$ cat src/rtl/pipe_ctrl_pkg.sv
`default_nettype none
// +----------------------------------------------------------------+
// | pipe_ctrl_pkg: shared state encoding and constants, pipe ctrl  |
// | rev 1.0                                                         |
// +----------------------------------------------------------------+
package pipe_ctrl_pkg;

  localparam int REG_W = 5;
  localparam logic [REG_W-1:0] REG_ZERO = '0;

  typedef enum logic [1:0] {
    ST_RUN   = 2'd0,
    ST_IWAIT = 2'd1,
    ST_DWAIT = 2'd2,
    ST_ERR   = 2'd3
  } state_e;

endpackage
`default_nettype wire

$ cat src/rtl/sat_counter.sv
`default_nettype none
// +----------------------------------------------------------------+
// | sat_counter: W-bit up counter, synchronous clear, saturates    |
// | rev 1.0                                                         |
// +----------------------------------------------------------------+
module sat_counter #(
  parameter int W = 16
) (
  input  logic         clk,
  input  logic         inc,
  input  logic         clr,
  output logic [W-1:0] q
);

  logic [W-1:0] q_q;
  logic [W-1:0] q_d;

  always_comb begin
    q_d = q_q;
    if (clr) begin
      q_d = '0;
    end else if (inc && !(&q_q)) begin
      q_d = q_q + 1'b1;
    end
  end

  always_ff @(posedge clk) begin
    q_q <= q_d;
  end

  assign q = q_q;

endmodule
`default_nettype wire

$ cat src/rtl/hazard_ctrl.sv
`default_nettype none
// +----------------------------------------------------------------+
// | hazard_ctrl: stall/flush/freeze sequencing for the 5-stage core|
// | rev 1.0                                                         |
// +----------------------------------------------------------------+
module hazard_ctrl
  import pipe_ctrl_pkg::*;
#(
  parameter int MAX_WAIT = 16,
  parameter int CNT_W    = 16
) (
  input  logic             clk,
  input  logic             rst,
  input  logic [REG_W-1:0] id_rs,
  input  logic [REG_W-1:0] id_rt,
  input  logic             id_uses_rs,
  input  logic             id_uses_rt,
  input  logic             ex_mem_read,
  input  logic [REG_W-1:0] ex_rd,
  input  logic             branch_taken,
  input  logic             imem_ready,
  input  logic             mem_access,
  input  logic             dmem_ready,
  output logic             pc_we,
  output logic             ifid_en,
  output logic             ifid_flush,
  output logic             idex_bubble,
  output logic             back_en,
  output logic             mem_timeout,
  output logic [CNT_W-1:0] stall_cnt,
  output logic [CNT_W-1:0] flush_cnt
);

  localparam logic [CNT_W-1:0] WAIT_LAST = CNT_W'(MAX_WAIT - 1);

  state_e           state_q, state_d;
  logic [CNT_W-1:0] wait_cnt_q, wait_cnt_d;

  logic load_use, dwait, iwait, wait_hit, sel_branch;
  logic stall_inc, flush_inc;

  always_comb begin
    load_use = ex_mem_read && (ex_rd != REG_ZERO) &&
               ((id_uses_rs && (ex_rd == id_rs)) || (id_uses_rt && (ex_rd == id_rt)));
    dwait    = mem_access && !dmem_ready;
    iwait    = !imem_ready;
    wait_hit = dwait || (iwait && !branch_taken);

    pc_we       = 1'b1;
    ifid_en     = 1'b1;
    ifid_flush  = 1'b0;
    idex_bubble = 1'b0;
    back_en     = 1'b1;
    sel_branch  = 1'b0;

    // Priority decode; a branch seen during a freeze stays asserted and lands afterwards
    if (rst) begin
      pc_we       = 1'b0;
      ifid_flush  = 1'b1;
      idex_bubble = 1'b1;
      back_en     = 1'b0;
    end else if (state_q == ST_ERR) begin
      pc_we   = 1'b0;
      ifid_en = 1'b0;
      back_en = 1'b0;
    end else if (dwait) begin
      pc_we   = 1'b0;
      ifid_en = 1'b0;
      back_en = 1'b0;
    end else if (branch_taken) begin
      sel_branch  = 1'b1;
      ifid_flush  = 1'b1;
      idex_bubble = 1'b1;
    end else if (load_use) begin
      pc_we       = 1'b0;
      ifid_en     = 1'b0;
      idex_bubble = 1'b1;
    end else if (iwait) begin
      pc_we      = 1'b0;
      ifid_flush = 1'b1;
    end

    mem_timeout = !rst && (state_q == ST_ERR);

    if (state_q == ST_ERR) begin
      state_d = ST_ERR;
    end else if (wait_hit && (wait_cnt_q == WAIT_LAST)) begin
      state_d = ST_ERR;
    end else if (dwait) begin
      state_d = ST_DWAIT;
    end else if (iwait && !branch_taken && !load_use) begin
      state_d = ST_IWAIT;
    end else begin
      state_d = ST_RUN;
    end

    wait_cnt_d = wait_cnt_q;
    if (state_q != ST_ERR) begin
      case (state_d)
        ST_RUN:   wait_cnt_d = '0;
        ST_IWAIT,
        ST_DWAIT: wait_cnt_d = (state_d == state_q) ? wait_cnt_q + 1'b1 : CNT_W'(1);
        default:  wait_cnt_d = wait_cnt_q;
      endcase
    end

    stall_inc = !rst && (state_q != ST_ERR) && !pc_we;
    flush_inc = !rst && sel_branch;
  end

  always_ff @(posedge clk) begin
    if (rst) begin
      state_q    <= ST_RUN;
      wait_cnt_q <= '0;
    end else begin
      state_q    <= state_d;
      wait_cnt_q <= wait_cnt_d;
    end
  end

  sat_counter #(.W(CNT_W)) u_stall_cnt (
    .clk (clk),
    .inc (stall_inc),
    .clr (rst),
    .q   (stall_cnt)
  );

  sat_counter #(.W(CNT_W)) u_flush_cnt (
    .clk (clk),
    .inc (flush_inc),
    .clr (rst),
    .q   (flush_cnt)
  );

endmodule
`default_nettype wire

$ cat config.mk
export PLATFORM = sky130hd
export DESIGN_NAME = hazard_ctrl
export DESIGN_NICKNAME = d
export VERILOG_FILES = /design/src/rtl/pipe_ctrl_pkg.sv /design/src/rtl/sat_counter.sv /design/src/rtl/hazard_ctrl.sv
export SDC_FILE = /design/constraint.sdc
export NUM_CORES = 1
export LEC_CHECK = 0
export BUFFER_PORTS_ARGS = -buffer_cell sky130_fd_sc_hd__buf_4
export CAP_MARGIN = 20
export CORE_MARGIN = 2
export CORE_UTILIZATION = 51
export CTS_BUF_LIST = sky130_fd_sc_hd__clkbuf_8
export CTS_CLUSTER_DIAMETER = 200
export DETAILED_ROUTE_END_ITERATION = 7
export PLACE_DENSITY = 0.88
export SETUP_SLACK_MARGIN = 0.5
export SLEW_MARGIN = 15
export SYNTH_ARGS = -nofsm -noshare
export SYNTH_HDL_FRONTEND = slang
export SYNTH_HIERARCHICAL = 1
export SYNTH_SLANG_ARGS = --single-unit
$ cat constraint.sdc
create_clock -name clk -period 3.6 [get_ports clk]
set_input_delay 0.9 -clock clk [delete_from_list [all_inputs] [get_ports clk]]
set_output_delay 0.9 -clock clk [all_outputs]
set_load 0.01 [all_outputs]
; After elaboration in Yosys (flattened, before gate mapping)
; Cells that the tools add are included.
[word_totals]
regBits = 50
latch_bits = 0
ram_bits = 0
romBits = 0
in_bits = 24
output_inout_bits = 38
elab_cells = 81
n_memories = 0
[classes]
n_addsub = 3
n_mul = 0
div = 0
n_lt_le_gt_ge = 0
eq_ne = 8
shift = 0
mux = 35
bitwise_logic = 0
reduce_logical = 31
[op_table]
columns = op, n
row1 = $add 16x1->16 const B, 3
row2 = $pmux 16 s2, 1
row3 = $reduce_and 16->1, 2
row4 = $mux 1, 30
row5 = $eq 16x4->1 const B, 1
row6 = $mux 16, 1
row7 = $logic_and 1x1->1, 14
row8 = $eq 5x5->1, 2
row9 = $logic_not 1->1, 8
row10 = $mux 2, 3
row11 = $reduce_bool 5->1, 1
row12 = $eq 2x2->1 const B, 2
row13 = $eq 2x1->1 const B, 1
row14 = $eq 2x2->1, 1
row15 = $logic_not 2->1, 1
row16 = $logic_or 1x1->1, 2
row17 = $ne 2x2->1 const B, 1
row18 = $reduce_and 2->1, 1
row19 = $reduce_bool 2->1, 1
row20 = $reduce_or 2->1, 1

; Depth between registers and ports, before layout
[logic_depth]
depth_word = 14
depth_mapped = 14
mapped_depth_nobuf = 12

; By module
; Netlist, hierarchy kept.
[by_module_without_submodules]
columns = mod, instances, cells_each, area_per_inst_um2, seq_area_each_um2
row1 = sat_counter, 2, 96, 833.3, 320.3
row2 = hazard_ctrl, 1, 165, 1255.0, 360.3

; Least setup slack after synthesis
; No wires, ideal clock.
[synth_timing]
path_type = input -> register
startpoint = in ex_rd[0]
endpoint = reg u_stall_cnt.q_q[15] (netlist: u_stall_cnt/q[15])
setup_time_ns = 0.121
t_arrival_ns = 3.372
t_required_ns = 3.479
path_slack_ns = 0.107
path_stages = 12
path_buffers = 1
cell_sequence = xnor2_1 nand4_1 o22ai_1 nand2_1 a21oi_1 nor2_1 nor3_1 nand2_1 or3_1 clkbuf_2 nor4_1 mux2_2
[synth_between]
elab_chain_cells = 12
elab_cells_between_ends = 16
classes_between = eq/ne (2) / mux (5) / reduce/logical (9)
[synth_rtl]
columns = element, line_no
row1 = from (decl), hazard_ctrl.sv:19  ; input logic [REG_W-1:0] ex_rd,
row2 = $eq 5x5->1, hazard_ctrl.sv:44  ; ((id_uses_rs && (ex_rd == id_rs)) || (id_uses_rt && (ex_rd == id_rt)));
row3 = $logic_and 1x1->1, hazard_ctrl.sv:44
row4 = $logic_or 1x1->1, hazard_ctrl.sv:44
row5 = $logic_and 1x1->1 (*), hazard_ctrl.sv:43  ; load_use = ex_mem_read && (ex_rd != REG_ZERO) &&
row6 = $mux 1 (*), hazard_ctrl.sv:74  ; end else if (load_use) begin
row7 = $mux 1 (*), hazard_ctrl.sv:70  ; end else if (branch_taken) begin
row8 = $mux 1 (*), hazard_ctrl.sv:66  ; end else if (dwait) begin
row9 = $mux 1 (*), hazard_ctrl.sv:62  ; end else if (state_q == ST_ERR) begin
row10 = $mux 1 (*), hazard_ctrl.sv:57  ; if (rst) begin
row11 = $logic_not 1->1 (*), hazard_ctrl.sv:107  ; stall_inc = !rst && (state_q != ST_ERR) && !pc_we;
row12 = $logic_and 1x1->1 (*), hazard_ctrl.sv:107
row13 = via stall_inc, hazard_ctrl.sv:40  ; logic stall_inc, flush_inc;
row14 = $logic_and 1x1->1 (*), sat_counter.sv:22  ; end else if (inc && !(&q_q)) begin
row15 = to (signal assigned), sat_counter.sv:28  ; q_q <= q_d;
row16 = to (decl), sat_counter.sv:15  ; logic [W-1:0] q_q;
; The timed path passes the listed nets; every way through them passes the cells marked *.
; A chain may end at the register's enable or synchronous reset.

; Final worst setup path
[layout_timing]
startpoint = in ex_rd[4]
endpoint = out ifid_flush
[layout_between]
elab_chain_cells = 9
elab_cells_between_ends = 13
classes_between = eq/ne (2) / mux (5) / reduce/logical (6)
[layout_rtl]
columns = element, line_no
row1 = $eq 5x5->1, hazard_ctrl.sv:44
row2 = $logic_and 1x1->1, hazard_ctrl.sv:44
row3 = $logic_or 1x1->1, hazard_ctrl.sv:44
row4 = $logic_and 1x1->1 (*), hazard_ctrl.sv:43
row5 = $mux 1 (*), hazard_ctrl.sv:74
row6 = $mux 1 (*), hazard_ctrl.sv:70
row7 = $mux 1 (*), hazard_ctrl.sv:66
row8 = $mux 1 (*), hazard_ctrl.sv:62
row9 = $mux 1 (*), hazard_ctrl.sv:57
row10 = to (decl), hazard_ctrl.sv:26  ; output logic ifid_flush,
; Every way passes the cells marked *; elsewhere a longest branch is shown, timed or not.

==> flow_summary.ini <==
[setup_path]
crit_type = in -> out
start_kind = primary input
cp.required_ps = 2700
regToRegSetupSlack_ps = 910
endpoint_kind = output pin
critPathArrivalTime_ps = 2260
crit_fanout = 3

[place]
place.gp.congestion = 0.817
hpwl_mm = 5.13
io_buffer_count = 61
place_worst_setup_slack_ps = 77.2

[global_routing]
grt_pass1_vias = 2718
grt_antenna_before_repair = 0
gr-usage-met2_pct = 41.3
met1_usage_pct = 27.0
overflow = 0
grt_start_max_net_pins = 36
busiest_layer = met2
grt_pass1_wl_mm = 11.9
grt.total_usage_pct = 22.5
gr-usage-met3_pct = 3.62

[synth]
synthFlopType = dfxtp_1
synth_area_sq_um = 2920
syn_inst = 357
synth_edf_count = 0
synthesis.nets = 385
ys_warn_count = 6
yosys_register_bits = 50
synth_seq_area_share_pct = 34.3
synth_cell_types = 53
avgSynthCellArea_sq_um = 8.18
synthArstFlopShare_pct = 0

[clock_tree]
cts_tree = done
clockRootBuffer = clkbuf_8
clock_latency_ps = 300
ctsHtreeMaxLevel = 2
cts_sinks = 50
path_clk_slew_ps = 90
cts_made_buffers = 5
cts.path.max_buffers = 2

[route]
via_per_inst = 6.02
drtPass1Iterations = 4
drt_iter0_drc = 156
drc = 0
post_drt_wl_per_cell_microns = 14.8
vias = 3012
drtAntennaViolNets = 0
routed_wl_mm = 7.39

[power]
power_density_nw_per_um2 = 296
peakVddDrop_mv = 0.198
p_leak_nw = 1.40

[timing]
worst_pin_slew_ps = 881
rsz0062_at_grt = yes
hold_viol_final = 0
slew_headroom_pct = 40.7
maxSlewViolCount = 0
hold_ws_ps = 495
clock_skew_ps = 5.42
final.min_clock_period_ps = 3160
clock.fmax_mhz = 317
period_share_pct = 87.8
layout_setup_ws_ps = 440
final-setup-viol-count = 0
tns_ps = 0

[die]
die_h_microns = 79.7
io_pins = 62
core_area_sq_um = 5510
num_rows = 27
fp.dieArea_sq_um = 6350
die_w_microns = 79.7
start_util_pct = 53.1

[job]
max-cap-violations = 0

[status]
status = finished, final reports clean

[finish]
fin_nets = 455
drive_above_1_share_pct = 26.4
final_util_pct = 67.6
antenna_cells = 0
area_growth_pct = 27.5

[hold_path]
holdCritPathClass = reg -> reg
-- layout make-up --
class	instances	area [sq um]
Multi-Input combinational cell	291	1920
Fill cell	451	1780
Sequential cell	50	1000
Timing Repair Buffer	74	578
Tap cell	72	90.1
Clock buffer	5	68.8
Clock inverter	3	43.8
Inverter	5	18.8
-- sequential cells by signal, summed over array words and instances (netlist names) --
| signal | flops |
|---|---|
| u_flush_cnt/q | 16 |
| state_q | 2 |
| wait_cnt_q | 16 |
| u_stall_cnt/q | 16 |
-- synthesized netlist by cell type (3+ instances only) --
cell / number / area share, %
nor3_1: 10 / 1.7
nor4_1: 7 / 1.5
dfxtp_1: 50 / 34
or2b_1: 5 / 1.3
nand2_1: 33 / 4.2
o21bai_1: 3 / 0.77
o21ai_0: 8 / 1.4
xnor2_1: 14 / 4.2
nand3_1: 25 / 4.3
or2_2: 4 / 0.86
o211ai_1: 4 / 1.0
a41oi_1: 4 / 1.2
and4_1: 7 / 2.1
clkbuf_1: 3 / 0.39
mux2i_1: 7 / 2.4
a31oi_1: 10 / 2.1
o31ai_1: 8 / 2.1
mux2_2: 4 / 1.5
or4_1: 9 / 2.3
ha_1: 4 / 1.7
a21oi_1: 25 / 4.3
and3_1: 5 / 1.1
nor2b_1: 8 / 1.7
inv_1: 5 / 0.64
nand4_1: 14 / 3.0
or3_1: 4 / 0.86
nor2_1: 36 / 4.6
-- where the power goes --
group / internal [W] / switching [W]
Combinational: 0.0000698 / 0.0000675
Clock: 0.000208 / 0.000190
Sequential: 0.000558 / 0.00000772
-- worst max-delay path, stage by stage --
cell and delay, ps:
buf_8 100, or4_4 510, o21a_1 230, buf_6 130, a21oi_2 100, nor2_1 50
o21bai_1 110, buf_4 130
-- per-layer routing --
layer	routed length [microns]	up-vias
met1	3180	1446
met4	24	0
met2	3890	74
li1	-	1490
met3	298	2
met5	0	-
-- metrics by stage --
step                total power, W  cells  area, sq um
floorplan                 0.000655    357         2950
global placement          0.000700    487         3480
detailed placement        0.000703    487         3480
CTS                        0.00111    496         3630
global route               0.00115    500         3720
finish                     0.00110    500         3720
-- path summary, 6_finish.rpt --
path	depth (start not counted)	end	from
worst max-delay path	8	ifid_flush	ex_rd[4]
worst max register to register	10	wait_cnt_q[3]	wait_cnt_q[14]
worst min-delay path	1	wait_cnt_q[15]	wait_cnt_q[15]
worst min register to register	1	wait_cnt_q[15]	wait_cnt_q[15]
-- placed cells by master (no fill, tap or decap), types with 4 or more instances in the layout --
cell      instances
nor4_1            5
nand2_1          32
and4_1            7
buf_4            69
mux2_2            4
nor2_1           36
nand4_1          14
a21oi_1          22
dfxtp_1          50
and3_1            5
nor3_1            8
or4_1             8
buf_6             4
mux2i_1           7
nor2b_1           6
or2_2             4
nand3_1          25
a41oi_1           4
clkbuf_8          5
xnor2_1          14
or2b_1            5
a31oi_1          10
o31ai_1           8
ha_1              4
o211ai_1          4
o21ai_0           7
inv_1             5
-- repair_timing --
action,CTS,global route
buffers inserted,1,3
hold buffers,0,0
cloned,0,1
setup endpoints to repair,15,20
endpoints found under the hold margin,0,0
gates resized for setup,8,12
pin swaps,5,8
-- cells by family after synthesis --
kind of cell,count (synthesis),synth area share (%)
multiplexers,11,3.94
adder cells (fa/ha/maj),4,1.71
AO/OA/AOI/OAI,81,18.9
buffers and inverters,17,3.77
flip-flops,50,34.3
XOR/XNOR,16,4.80
AND/OR/NAND/NOR,178,32.6
(Power assumes the default switching activity.)
